## src/rtl/gate_result_packer_pkg.sv

```systemverilog
`default_nettype none
// ============================================================================
// Module      : gate_result_packer_pkg
// Description : Shared defaults and width helper for gate_result_packer and
//               the code that instantiates it.
// Revision    : 1.0  initial release
// ============================================================================
package gate_result_packer_pkg;

    localparam int DEFAULT_WIDTH = 8;
    localparam int DEFAULT_CNT_W = 16;

    // Width needed to hold a count in 0..w (used for out_len / out_ones).
    function automatic int lw_of(input int w);
        return $clog2(w + 1);
    endfunction

endpackage : gate_result_packer_pkg
`default_nettype wire

```

## src/rtl/gate_result_packer.sv

```systemverilog
`default_nettype none
// ============================================================================
// Module      : gate_result_packer
// Description : Samples the `gate` result bit c whenever `gate` is ready and
//               packs the samples LSB-first into WIDTH-bit words. Each word is
//               offered with its bit count and ones count over a valid/ack
//               handshake. Words completed while the output buffer is still
//               occupied are dropped and flagged by a sticky overflow bit.
// Ports       : clk, reset      clock / synchronous active-high reset
//               in_ready, in_c  sample strobe and sampled bit
//               flush           emit the partial word now
//               out_valid/ack   output handshake
//               out_data/len/ones  packed word, valid bit count, ones count
//               overflow        sticky dropped-word flag
//               word_count      acked words, wraps
// Revision    : 1.0  initial release
// ============================================================================
module gate_result_packer
    import gate_result_packer_pkg::*;
#(
    parameter int WIDTH = DEFAULT_WIDTH,
    parameter int CNT_W = DEFAULT_CNT_W
) (
    input  logic                          clk,
    input  logic                          reset,
    input  logic                          in_ready,
    input  logic                          in_c,
    input  logic                          flush,
    output logic                          out_valid,
    input  logic                          out_ack,
    output logic [WIDTH-1:0]              out_data,
    output logic [$clog2(WIDTH+1)-1:0]    out_len,
    output logic [$clog2(WIDTH+1)-1:0]    out_ones,
    output logic                          overflow,
    output logic [CNT_W-1:0]              word_count
);

    localparam int LW = $clog2(WIDTH + 1);
    localparam int CW = $clog2(WIDTH);
    localparam logic [CW-1:0] LAST_IDX = CW'(WIDTH - 1);

    // Fill-side state
    logic [WIDTH-1:0] sr;
    logic [CW-1:0]    cnt;
    logic [LW-1:0]    acc;

    // Combinational view of the word including this cycle's sample
    logic [WIDTH-1:0] sr_next;
    logic [LW-1:0]    acc_next;
    logic [LW-1:0]    len_next;
    logic             word_full;
    logic             word_flush;
    logic             word_done;
    logic             buf_free;
    logic             take;

    always_comb begin
        sr_next = sr;
        if (in_ready) begin
            sr_next[cnt] = in_c;
        end
        acc_next   = acc + LW'(in_ready & in_c);
        len_next   = LW'(cnt) + LW'(in_ready);
        word_full  = in_ready && (cnt == LAST_IDX);
        // A flush only produces a word when there is at least one bit in it,
        // counting a sample taken in the same cycle.
        word_flush = flush && ((cnt != '0) || in_ready);
        word_done  = word_full || word_flush;
        take       = out_valid && out_ack;
        buf_free   = !out_valid || out_ack;
    end

    // Fill / shift state: cleared on every completed word, delivered or not.
    always_ff @(posedge clk) begin
        if (reset) begin
            sr  <= '0;
            cnt <= '0;
            acc <= '0;
        end else if (word_done) begin
            sr  <= '0;
            cnt <= '0;
            acc <= '0;
        end else if (in_ready) begin
            sr  <= sr_next;
            cnt <= cnt + CW'(1);
            acc <= acc_next;
        end
    end

    // Output buffer and handshake
    always_ff @(posedge clk) begin
        if (reset) begin
            out_valid  <= 1'b0;
            out_data   <= '0;
            out_len    <= '0;
            out_ones   <= '0;
            overflow   <= 1'b0;
            word_count <= '0;
        end else begin
            if (word_done && buf_free) begin
                // Loading in the same cycle as an ack keeps out_valid high.
                out_valid <= 1'b1;
                out_data  <= sr_next;
                out_len   <= len_next;
                out_ones  <= acc_next;
            end else if (take) begin
                out_valid <= 1'b0;
            end

            if (word_done && !buf_free) begin
                overflow <= 1'b1;
            end

            if (take) begin
                word_count <= word_count + CNT_W'(1);
            end
        end
    end

endmodule : gate_result_packer
`default_nettype wire

```

## config.mk

```make
export PLATFORM = sky130hd
export DESIGN_NAME = gate_result_packer
export DESIGN_NICKNAME = d
export VERILOG_FILES = /design/src/rtl/gate_result_packer_pkg.sv /design/src/rtl/gate_result_packer.sv
export SDC_FILE = /design/constraint.sdc
export NUM_CORES = 1
export LEC_CHECK = 0
export CORE_MARGIN = 5
export CORE_UTILIZATION = 35
export CTS_CLUSTER_DIAMETER = 50
export DETAILED_ROUTE_END_ITERATION = 7
export SLEW_MARGIN = 20
export SYNTH_ARGS = -nofsm -noshare
export SYNTH_HDL_FRONTEND = slang
export SYNTH_SLANG_ARGS = --single-unit
```

## constraint.sdc

```tcl
create_clock -name clk -period 1.7 [get_ports clk]
set_input_delay 0.34 -clock clk [delete_from_list [all_inputs] [get_ports clk]]
set_output_delay 0.34 -clock clk [all_outputs]
set_load 0.02 [all_outputs]
```

==> run metrics <==
die area=0.00771 mm2; Inserted Clock Buffers=5; Hold Crit Class=flip-flop to flip-flop; Seq cells post-synth=49; register-to-register path setup slack=0.06 ns; Setup CP Type=flip-flop to flip-flop; Yosys top cell area share=0.463; core area=0.00592 mm2; Post-DP HPWL=3.51 mm; Total GRT Usage=0.139; clk_skew=0.00773 ns; Endpoint, Worst Hold=out_ones[1]$_SDFFE_PP0P_; vias in the first global route=1785; routed via count=1823; Worst IR Drop VDD=0.000504 V; drt initial violations=29; # H-tree levels=2; Max Freq=0.611 GHz; most frequent cell after synthesis=dfxtp_1; clock buffer depth=2; CTS Root Buffer Type=clkbuf_8; Critical Path Source Type=flip-flop; Starting Density=0.358; Total Negative Setup Slacks=0 ns; total grt overflow=0; fin crit share=0.962; area delta synth->final=41.7%; Die H=87.8 um; CTS tree=done; IO Count=40; Avg Inst Size Synth=9.26 um2; RR Startpoint=cnt[0]$_SDFFE_PP0P_; DR pass1 iterations=4; Fillers=560; DR vias/cell=4.91; largest net degree at the start of global routing=20; Horiz. Die Dim=87.8 um; hold path depth=2; routed wire length=4.98 mm; CP cell instances=buf_6 -> inv_2 -> ha_1 -> nor2b_4 -> o21a_1 -> buf_4 -> nand2b_2 -> clkbuf_16 -> nor2_1; # Max-Cap Violations=0; top cells by area, synth=dfxtp_1 46%, mux2i_1 5.7%, a21oi_1 5.4%, xor2_1 5.4%, nor2_1 4.8%; slew margin rel.=0.755; Register-to-Register Path Depth=9; Residual DRC=0; worst slew pin tran=0.363 ns; hold buffers post-CTS=0; clk sinks=49; post-synthesis sequential area ratio=0.463; CP max-delay cell=dfxtp_2; wire per inst=13.4 um; Synth Flop Type=dfxtp_1; share of cells above drive strength 1=0.196; hold_sp=out_ones[1]$_SDFFE_PP0P_; # nets final=309; Worst EP required=1.90 ns; Worst-path clk slew=0.09 ns; Mapped Cells=229; Power Density=759 mW/mm2; post-route antenna net violation count=0; IO Port Bufs=39; status=finished clean; Crit. End Element=flip-flop; Antenna diodes=0; setup violators final=0; worst setup margin=0.0640 ns; Distinct cells, synth=32; syn_nets=243; synth cell count leaders=49 x dfxtp_1, 27 x nor2_1, 23 x a21oi_1; clk_lat worst skew=0.30 ns; Static Leak=1.30 nW; Ys Warns=0; Synth Cell Area=0.00212 mm2; fin crit period=1.64 ns; GPL Wtd Cong=0.832; Async S/R FF share, synth=0; dpl cell area=0.00278 mm2; leading area contributor after synthesis=dfxtp_1; Post-synth EDFFs=0; Final Hold Violating Endpoints=0; reg-to-reg endpoint=cnt[0]$_SDFFE_PP0P_; Worst EP arrival=1.83 ns; CP max stage delay=0.34 ns; # rows=28; first-pass GRT wire length=8.54 mm; worst-path fanout max=8; design area=0.00300 mm2; pre-CTS WS=-0.253 ns; Pins Over Slew Limit=0; initial antenna violation count=0
[where the power goes]
group | switching, mW | internal [mW]
clock network | 0.369 | 0.286
logic | 0.206 | 0.207
registers | 0.0224 | 1.19
[registers in the layout, indices dropped and copies added, names as in the netlist]
name,flops
acc,4
cnt,3
sr,8
out_len,4
out_ones,4
word_count,16
overflow,1
out_valid,1
out_data,8
[worst max-delay path by stage]
stage | to | startpoint | slack, ns
5_1_grt | out_ones[1]$_SDFFE_PP0P_ | cnt[0]$_SDFFE_PP0P_ | -0.03
6_report | cnt[0]$_SDFFE_PP0P_ | cnt[0]$_SDFFE_PP0P_ | 0.06
4_1_cts | out_len[3]$_SDFFE_PP0P_ | cnt[0]$_SDFFE_PP0P_ | -0.008
3_5_place_dp | out_ones[2]$_SDFFE_PP0P_ | in_ready | -0.25
3_3_place_gp | out_data[2]$_SDFFE_PP0P_ | in_ready | -0.20
2_1_floorplan | word_count[14]$_SDFFE_PP0P_ | word_count[0]$_SDFFE_PP0P_ | 0.009
[what timing repair did]
item	in CTS	in global routing
pin swaps	0	2
cloned	0	1
setup buffers	1	6
resized for setup	9	23
setup endpoints to repair	15	22
[metal layers]
| layer | share of wire | global-route usage | up-vias |
|---|---|---|---|
| met4 | 0.016 | 0.0474 | 0 |
| met2 | 0.45 | 0.221 | 28 |
| met5 | 0 | 0 | - |
| li1 | - | - | 939 |
| met1 | 0.49 | 0.184 | 849 |
| met3 | 0.035 | 0.0348 | 7 |
[worst max-delay path: cells and delay by family (launching register included)]
family / cells / cell delay (ns)
compound gates: 1 / 0.23
fa+ha+maj: 1 / 0.19
buf+inv: 4 / 0.49
flops: 1 / 0.34
simple gates: 3 / 0.30
[final cells by class]
| class | instances | area, um2 | share of cell area |
|---|---|---|---|
| multi-input cells | 161 | 1100 | 0.366 |
| inverters | 4 | 15.0 | 0.00500 |
| repair buffers | 74 | 728 | 0.242 |
| well taps | 75 | 93.8 | 0.0313 |
| clock inverters | 2 | 10.0 | 0.00333 |
| flip-flops and latches | 49 | 983 | 0.327 |
| clock buffers | 6 | 72.6 | 0.0242 |
[cell families after synthesis]
kind of cell	after synthesis	synth area share
AND/OR/NAND/NOR	78	0.198
AO/OA/AOI/OAI	46	0.124
multiplexers	12	0.0567
adder cells (fa/ha/maj)	8	0.0472
buffers and inverters	19	0.0407
XOR/XNOR	17	0.0702
flip-flops	49	0.463
[stage by stage]
step                cells  power [mW]   util  hold WS [ns]
floorplan             229        1.42      -         0.461
global placement      355        1.60  0.469         0.465
detailed placement    355        1.60  0.469         0.463
CTS                   364        2.26  0.485         0.486
global route          371        2.40  0.507         0.509
finish                371        2.28  0.507         0.487
[cell usage in the layout (no fill, tap or decap), drive strengths merged, types with 2 or more instances in the layout]
| master | count |
|---|---|
| or3 | 5 |
| mux2i | 12 |
| nand3 | 12 |
| clkinv | 2 |
| and3 | 2 |
| o21ai | 10 |
| nor2 | 27 |
| dlygate4sd2 | 4 |
| nor4b | 3 |
| dfxtp | 49 |
| clkdlybuf4s50 | 28 |
| dlymetal6s2s | 7 |
| inv | 4 |
| nor2b | 3 |
| buf | 34 |
| and4 | 3 |
| a21oi | 23 |
| clkbuf | 7 |
| xnor2 | 4 |
| and2 | 3 |
| ha | 8 |
| nand4 | 9 |
| a211oi | 11 |
| nand2b | 2 |
| nand2 | 6 |
| xor2 | 13 |
Power figures use the tool's default switching activity.
